### src/rtl/fft_pkg.sv
// -----------------------------------------------------------------------------
// fft_pkg
// Shared definitions for the systolic FFT datapath.
//   - default data / twiddle widths
//   - complex operand and twiddle typedefs at the default widths
//   - sat_dw      : clip a wide signed value into a DW-bit range, flag overflow
//   - round_shift : arithmetic right shift by k, optionally rounding half up
// Optional feature macro: BFLY_ROUND_EN (defined = round half up before the
// shift, undefined = plain truncation toward minus infinity).
// -----------------------------------------------------------------------------
package fft_pkg;

    localparam int DW_DEF = 16;
    localparam int TW_DEF = 16;

    // Working width for the shift/round/saturate path. Wide enough that the
    // rounding add can never wrap for any practical DW/TW.
    localparam int WIDE = 64;

    typedef struct packed {
        logic signed [DW_DEF-1:0] re;
        logic signed [DW_DEF-1:0] im;
    } cplx_t;

    // Stage-1 sum/difference carry one growth bit.
    typedef struct packed {
        logic signed [DW_DEF:0] re;
        logic signed [DW_DEF:0] im;
    } cplx_ext_t;

    typedef struct packed {
        logic signed [TW_DEF-1:0] re;
        logic signed [TW_DEF-1:0] im;
    } twid_t;

    typedef struct packed {
        logic                   ovf;
        logic signed [WIDE-1:0] val;
    } sat_t;

    // Clip x into [-2^(dw-1), 2^(dw-1)-1]; ovf is set when clipping occurred.
    function automatic sat_t sat_dw(input logic signed [WIDE-1:0] x, input int dw);
        logic signed [WIDE-1:0] hi;
        logic signed [WIDE-1:0] lo;
        sat_t r;
        hi    = (64'sd1 <<< (dw - 1)) - 64'sd1;
        lo    = -(64'sd1 <<< (dw - 1));
        r.ovf = 1'b0;
        r.val = x;
        if (x > hi) begin
            r.val = hi;
            r.ovf = 1'b1;
        end else if (x < lo) begin
            r.val = lo;
            r.ovf = 1'b1;
        end
        return r;
    endfunction

    // Arithmetic right shift by k. With rounding enabled, 2^(k-1) is added
    // first at full width so the add itself cannot overflow.
    function automatic logic signed [WIDE-1:0] round_shift(input logic signed [WIDE-1:0] x,
                                                          input int k);
        logic signed [WIDE-1:0] t;
        t = x;
`ifdef BFLY_ROUND_EN
        if (k >= 1) begin
            t = x + (64'sd1 <<< (k - 1));
        end
`endif
        return t >>> k;
    endfunction

endpackage

### src/rtl/bfly_r2_pipe_cmul.sv
// -----------------------------------------------------------------------------
// bfly_cmul
// Registered exact complex multiplier (stage 2 of the butterfly).
//   p = d * w, pr = dr*wr - di*wi, pi = dr*wi + di*wr, DW+TW+2 bits, no loss.
// Kept in its own module so the multiplier mapping can be swapped per target.
// Ports:
//   clk, reset (sync, active-low)
//   en      : load new product; when low the registered product holds
//   dr, di  : DW+1-bit signed difference operand
//   wr, wi  : TW-bit signed twiddle
//   pr, pi  : DW+TW+2-bit signed registered products
// -----------------------------------------------------------------------------
module bfly_cmul
    import fft_pkg::*;
#(
    parameter int DW = DW_DEF,
    parameter int TW = TW_DEF
) (
    input  logic               clk,
    input  logic               reset,
    input  logic               en,
    input  logic [DW:0]        dr,
    input  logic [DW:0]        di,
    input  logic [TW-1:0]      wr,
    input  logic [TW-1:0]      wi,
    output logic [DW+TW+1:0]   pr,
    output logic [DW+TW+1:0]   pi
);

    localparam int PW = DW + TW + 2;

    logic signed [PW-1:0] pr_d, pr_q;
    logic signed [PW-1:0] pi_d, pi_q;

    always_comb begin
        pr_d = pr_q;
        pi_d = pi_q;
        if (en) begin
            // Operands are sign-extended to the full product width first so
            // the multiply and the add/sub are both exact.
            pr_d = PW'($signed(dr)) * PW'($signed(wr)) - PW'($signed(di)) * PW'($signed(wi));
            pi_d = PW'($signed(dr)) * PW'($signed(wi)) + PW'($signed(di)) * PW'($signed(wr));
        end
    end

    always_ff @(posedge clk) begin
        if (!reset) begin
            pr_q <= '0;
            pi_q <= '0;
        end else begin
            pr_q <= pr_d;
            pi_q <= pi_d;
        end
    end

    assign pr = pr_q;
    assign pi = pi_q;

endmodule

### src/rtl/bfly_r2_pipe.sv
// -----------------------------------------------------------------------------
// bfly_r2_pipe
// Three-stage pipelined radix-2 DIF butterfly:
//   yi = xi + xj,  yj = (xi - xj) * w    (complex, signed)
// with optional per-beat divide-by-2, saturation to DW bits and a sticky
// overflow flag. Valid/ready handshake with whole-pipeline stall.
// Ports:
//   clk, reset (sync, active-low)
//   in_valid / in_ready     : input handshake (in_ready = advance enable)
//   xi_*, xj_*  [DW]        : operand pair
//   w_*         [TW]        : twiddle, Q1.(TW-1)
//   scale                   : 1 = halve both outputs of this beat
//   out_valid / out_ready   : output handshake
//   yi_*, yj_*  [DW]        : results
//   ovf / ovf_clr           : sticky saturation flag and its clear
// Optional feature macro: BFLY_ROUND_EN (round half up instead of truncate).
// -----------------------------------------------------------------------------
module bfly_r2_pipe
    import fft_pkg::*;
#(
    parameter int DW = DW_DEF,
    parameter int TW = TW_DEF
) (
    input  logic          clk,
    input  logic          reset,
    input  logic          in_valid,
    output logic          in_ready,
    input  logic [DW-1:0] xi_real,
    input  logic [DW-1:0] xi_imag,
    input  logic [DW-1:0] xj_real,
    input  logic [DW-1:0] xj_imag,
    input  logic [TW-1:0] w_real,
    input  logic [TW-1:0] w_imag,
    input  logic          scale,
    output logic          out_valid,
    input  logic          out_ready,
    output logic [DW-1:0] yi_real,
    output logic [DW-1:0] yi_imag,
    output logic [DW-1:0] yj_real,
    output logic [DW-1:0] yj_imag,
    output logic          ovf,
    input  logic          ovf_clr
);

    localparam int SW = DW + 1;
    localparam int PW = DW + TW + 2;

    // ---------------- handshake ----------------
    logic out_valid_d, out_valid_q;
    logic adv;

    // The whole pipe moves when the output register is empty or being drained.
    assign adv      = out_ready | ~out_valid_q;
    assign in_ready = adv;

    // ---------------- stage 1: sum / difference ----------------
    logic                 v1_d, v1_q;
    logic signed [SW-1:0] sum_re_d, sum_re_q, sum_im_d, sum_im_q;
    logic signed [SW-1:0] dif_re_d, dif_re_q, dif_im_d, dif_im_q;
    logic        [TW-1:0] w_re_d, w_re_q, w_im_d, w_im_q;
    logic                 sc1_d, sc1_q;

    always_comb begin
        v1_d     = v1_q;
        sum_re_d = sum_re_q;
        sum_im_d = sum_im_q;
        dif_re_d = dif_re_q;
        dif_im_d = dif_im_q;
        w_re_d   = w_re_q;
        w_im_d   = w_im_q;
        sc1_d    = sc1_q;
        if (adv) begin
            v1_d = in_valid;
            // Data registers only load on a real beat; bubbles leave them alone.
            if (in_valid) begin
                sum_re_d = SW'($signed(xi_real)) + SW'($signed(xj_real));
                sum_im_d = SW'($signed(xi_imag)) + SW'($signed(xj_imag));
                dif_re_d = SW'($signed(xi_real)) - SW'($signed(xj_real));
                dif_im_d = SW'($signed(xi_imag)) - SW'($signed(xj_imag));
                w_re_d   = w_real;
                w_im_d   = w_imag;
                sc1_d    = scale;
            end
        end
    end

    // ---------------- stage 2: complex multiply, sum delayed ----------------
    logic                 v2_d, v2_q;
    logic signed [SW-1:0] sum2_re_d, sum2_re_q, sum2_im_d, sum2_im_q;
    logic                 sc2_d, sc2_q;
    logic        [PW-1:0] prod_re, prod_im;
    logic                 cmul_en;

    assign cmul_en = adv & v1_q;

    bfly_cmul #(
        .DW (DW),
        .TW (TW)
    ) u_cmul (
        .clk   (clk),
        .reset (reset),
        .en    (cmul_en),
        .dr    (dif_re_q),
        .di    (dif_im_q),
        .wr    (w_re_q),
        .wi    (w_im_q),
        .pr    (prod_re),
        .pi    (prod_im)
    );

    always_comb begin
        v2_d      = v2_q;
        sum2_re_d = sum2_re_q;
        sum2_im_d = sum2_im_q;
        sc2_d     = sc2_q;
        if (adv) begin
            v2_d = v1_q;
            if (v1_q) begin
                sum2_re_d = sum_re_q;
                sum2_im_d = sum_im_q;
                sc2_d     = sc1_q;
            end
        end
    end

    // ---------------- stage 3: shift, round, saturate ----------------
    logic [DW-1:0] yi_re_d, yi_re_q, yi_im_d, yi_im_q;
    logic [DW-1:0] yj_re_d, yj_re_q, yj_im_d, yj_im_q;
    logic          ovf_d, ovf_q;
    sat_t          s_yir, s_yii, s_yjr, s_yji;
    logic          sat_any;
    int            k_sum, k_prod;

    always_comb begin
        // Twiddle is Q1.(TW-1): dropping TW-1 fraction bits restores data scale.
        k_sum   = int'(sc2_q);
        k_prod  = (TW - 1) + int'(sc2_q);
        s_yir   = sat_dw(round_shift(WIDE'(sum2_re_q), k_sum), DW);
        s_yii   = sat_dw(round_shift(WIDE'(sum2_im_q), k_sum), DW);
        s_yjr   = sat_dw(round_shift(WIDE'($signed(prod_re)), k_prod), DW);
        s_yji   = sat_dw(round_shift(WIDE'($signed(prod_im)), k_prod), DW);
        sat_any = s_yir.ovf | s_yii.ovf | s_yjr.ovf | s_yji.ovf;

        out_valid_d = out_valid_q;
        yi_re_d     = yi_re_q;
        yi_im_d     = yi_im_q;
        yj_re_d     = yj_re_q;
        yj_im_d     = yj_im_q;
        if (adv) begin
            out_valid_d = v2_q;
            if (v2_q) begin
                yi_re_d = s_yir.val[DW-1:0];
                yi_im_d = s_yii.val[DW-1:0];
                yj_re_d = s_yjr.val[DW-1:0];
                yj_im_d = s_yji.val[DW-1:0];
            end
        end

        // Clear first so that a simultaneous saturation wins.
        ovf_d = ovf_q;
        if (ovf_clr) begin
            ovf_d = 1'b0;
        end
        if (adv && v2_q && sat_any) begin
            ovf_d = 1'b1;
        end
    end

    // ---------------- registers ----------------
    always_ff @(posedge clk) begin
        if (!reset) begin
            v1_q        <= 1'b0;
            sum_re_q    <= '0;
            sum_im_q    <= '0;
            dif_re_q    <= '0;
            dif_im_q    <= '0;
            w_re_q      <= '0;
            w_im_q      <= '0;
            sc1_q       <= 1'b0;
            v2_q        <= 1'b0;
            sum2_re_q   <= '0;
            sum2_im_q   <= '0;
            sc2_q       <= 1'b0;
            out_valid_q <= 1'b0;
            yi_re_q     <= '0;
            yi_im_q     <= '0;
            yj_re_q     <= '0;
            yj_im_q     <= '0;
            ovf_q       <= 1'b0;
        end else begin
            v1_q        <= v1_d;
            sum_re_q    <= sum_re_d;
            sum_im_q    <= sum_im_d;
            dif_re_q    <= dif_re_d;
            dif_im_q    <= dif_im_d;
            w_re_q      <= w_re_d;
            w_im_q      <= w_im_d;
            sc1_q       <= sc1_d;
            v2_q        <= v2_d;
            sum2_re_q   <= sum2_re_d;
            sum2_im_q   <= sum2_im_d;
            sc2_q       <= sc2_d;
            out_valid_q <= out_valid_d;
            yi_re_q     <= yi_re_d;
            yi_im_q     <= yi_im_d;
            yj_re_q     <= yj_re_d;
            yj_im_q     <= yj_im_d;
            ovf_q       <= ovf_d;
        end
    end

    assign out_valid = out_valid_q;
    assign yi_real   = yi_re_q;
    assign yi_imag   = yi_im_q;
    assign yj_real   = yj_re_q;
    assign yj_imag   = yj_im_q;
    assign ovf       = ovf_q;

endmodule

### config.mk
export PLATFORM = sky130hd
export DESIGN_NAME = bfly_r2_pipe
export DESIGN_NICKNAME = d
export VERILOG_FILES = /design/src/rtl/fft_pkg.sv /design/src/rtl/bfly_r2_pipe_cmul.sv /design/src/rtl/bfly_r2_pipe.sv
export SDC_FILE = /design/constraint.sdc
export NUM_CORES = 2
export LEC_CHECK = 0
export BUFFER_PORTS_ARGS = -buffer_cell sky130_fd_sc_hd__buf_2
export CAP_MARGIN = 5
export CORE_MARGIN = 2
export CORE_UTILIZATION = 29
export DETAILED_ROUTE_END_ITERATION = 16
export MAX_ROUTING_LAYER = met4
export SKIP_CTS_REPAIR_TIMING = 1
export SLEW_MARGIN = 0
export SYNTH_ARGS = -nofsm -noshare
export SYNTH_HDL_FRONTEND = slang
export SYNTH_HIERARCHICAL = 1
export SYNTH_SLANG_ARGS = --single-unit
export TNS_END_PERCENT = 50
### constraint.sdc
create_clock -name clk -period 11 [get_ports clk]
set_clock_uncertainty 0.05 [all_clocks]
set_input_delay 2.2 -clock clk [delete_from_list [all_inputs] [get_ports clk]]
set_output_delay 2.2 -clock clk [all_outputs]
set_load 0.02 [all_outputs]
==> impl_metrics.yaml <==
setup_path:
  worst_setup_path_end_kind: "flip-flop"
  crit_end: "u_cmul/pr[33]"
  cp_max_fo: 19
  worstPathRequired_ps: 11450
  arrival_ps: 9750
  critPathKind: "flip-flop to flip-flop"
  r2r_slack_ps: 1700
  critical_path.startpoint: "w_im_q[0]"
  reg2reg_from: "w_im_q[0]"
  startpoint_type: "flip-flop"
  ff2ff_path_depth: 23
  critical_path.reg2reg.endpoint: "u_cmul/pr[33]"
routing:
  drt-initial-drc-count: 2485
  antenna_left: 0
  drc_errors: 0
  firstDrtPassIters: 6
  routed_via_density: 4.604
  wl_um: 149000
  wl_per_cell_um: 17.64
  num_vias: 38870
grt:
  antenna_found_initial: 3
  grt_pass1_vias: 42490
  grt_max_degree: 94
  overflow: 0
  grt_pass1_wl_um: 240800
  track_usage_pct: 16.51
pwr:
  power_frac_seq_pct: 9.4
  fin_total_pwr_mw: 11.82
  p_clk_share_pct: 8.7
  power_leakage_nw: 29.01
  pwr-share-comb_pct: 81.9
  cellPowerDensity_nw_per_um2: 201.6
  internal-power_mw: 5.193
  netSwitchingPower_mw: 6.623
  switching_share_pct: 56.05
  peakVddDrop_uv: 517.5
hold_path:
  hp-class: "flip-flop to flip-flop"
sta:
  rsz0062_at_grt: "false"
  layout_setup_ws_ps: 1698
  maxSlewViolCount: 0
  tightest_slew_ps: 1187
  period_needed_ps: 9302
  hold_violations: 0
  fin_tns_setup_ps: 0
  fmax_mhz: 107.5
  period_share_pct: 84.56
  slew_headroom_pct: 20.77
  setup_viol_count_final: 0
  hold_slack_ps: 400.5
finish:
  area_growth_pct: 8.246
  final_cell_area_sq_um: 58620
  final_util_pct: 31.61
  final_cell_count_no_fill: 8444
  layout.nets: 7659
  fillCellCount: 19580
  drive_gt1_share_pct: 5.973
floorplanning:
  die_y_um: 436.1
  rows: 158
  initial_core_util_pct: 29.20
  core_sq_um: 185400
  die_w_um: 436.1
  dieArea_sq_um: 190200
  io_pins: 169
status:
  status: "finished clean"
clock_network:
  cts_root_buf: "clkbuf_16"
  cts_buffers: 29
  max-clock-path-buffers: 3
  numClockSinks: 240
  clkSlewWorstSetupHoldPaths_ps: 70
  clock_latency_ps: 610
  cts_htree_levels: 1
  cts_tree: "built"
job:
  cap_violations: 0
place:
  port_buffers: 168
  post-place-cells: 8389
  pre_cts_ws_ps: 1706
  dp_hpwl_um: 121600
  placed_area_sq_um: 57610
  gp_congestion: 0.9177
synthesis:
  synth_cells: 5960
  syn_area_sq_um: 54150
  yosysWarnings: 6
  syn-num-nets: 7679
  synth.avg_cell_area_sq_um: 9.086
[critical path, cell delays in order (launching register included)]
cell and delay, ps:
dfxtp_1 1100, nand2_1 330, inv_1 750, fa_1 550
inv_1 90, fa_1 440, fa_1 510, fa_1 550
fa_1 460, fa_1 520, fa_1 550, inv_1 60
fa_1 530, inv_1 40, ha_1 400, nand3_1 130
nor3_1 530, nand2_1 150, nor4_1 410, nor3_1 190
o21ai_1 280, a41o_1 260, nor3_1 60, nor4b_1 240
[sequential cells by signal (all words and copies together) (netlist names)]
register / flops
dif_im_q: 16
dif_re_q: 16
out_valid: 1
ovf: 1
sc1_q: 1
sc2_q: 1
sum2_im_q: 17
sum2_re_q: 17
sum_im_q: 17
sum_re_q: 17
u_cmul/pi: 19
u_cmul/pr: 19
v1_q: 1
v2_q: 1
w_im_q: 16
w_re_q: 16
yi_imag: 16
yi_real: 16
yj_imag: 16
yj_real: 16
[placed cells by master, fill, tap and decap left out, types with 20 or more instances in the layout]
cell,instances
a211oi_1,68
a21o_1,37
a21oi_1,176
and2_1,516
buf_2,168
buf_4,94
clkbuf_16,29
dfxtp_1,235
fa_1,1237
ha_1,380
inv_1,1385
maj3_1,28
mux2i_1,76
nand2_1,736
nand2b_1,36
nand3_1,40
nor2_1,237
nor2b_1,20
nor3_1,31
o21ai_0,64
o22ai_1,33
xnor2_1,88
[worst min path at each step]
stage / startpoint / endpoint / depth (start not counted)
after detailed placement: sum_im_q[3] / sum2_im_q[3] / 2
final: sum_im_q[12] / sum2_im_q[12] / 2
after CTS: sum_im_q[3] / sum2_im_q[3] / 2
after global placement: sum_im_q[8] / sum2_im_q[8] / 2
after global routing: sum_im_q[14] / sum2_im_q[14] / 2
after floorplan: sum_im_q[11] / sum2_im_q[11] / 2
[metal layers]
| layer | vias to the layer above | share of wire, % | GRT usage, % |
|---|---|---|---|
| li1 | 17610 | - | - |
| met1 | 20050 | 42 | 20.81 |
| met2 | 1035 | 49 | 27.62 |
| met3 | 180 | 5.3 | 1.785 |
| met4 | 0 | 4.2 | 5.453 |
| met5 | - | 0 | - |
[layout make-up]
type | count | area, sq um | area share (%)
timing repair buffer | 262 | 1546 | 2.638
antenna | 4 | 10.01 | 0.01708
clock buffer | 36 | 802.0 | 1.368
sequential | 240 | 4811 | 8.207
clock inverter | 15 | 192.7 | 0.3287
multi-input combinational | 4016 | 42920 | 73.23
tap | 2480 | 3103 | 5.294
inverter | 1391 | 5226 | 8.916
[power groups by stage]
stage                     combinational [mW]  sequential [mW]  clock, mW
after floorplan                         6.88             1.06          0
after global placement                  9.61             1.13          0
after detailed placement                9.67             1.13          0
after CTS                               9.73             1.11       1.05
after global routing                    10.8             1.12       1.08
final                                   9.68             1.11       1.03
No activity file was read; power rests on OpenSTA's default activity.
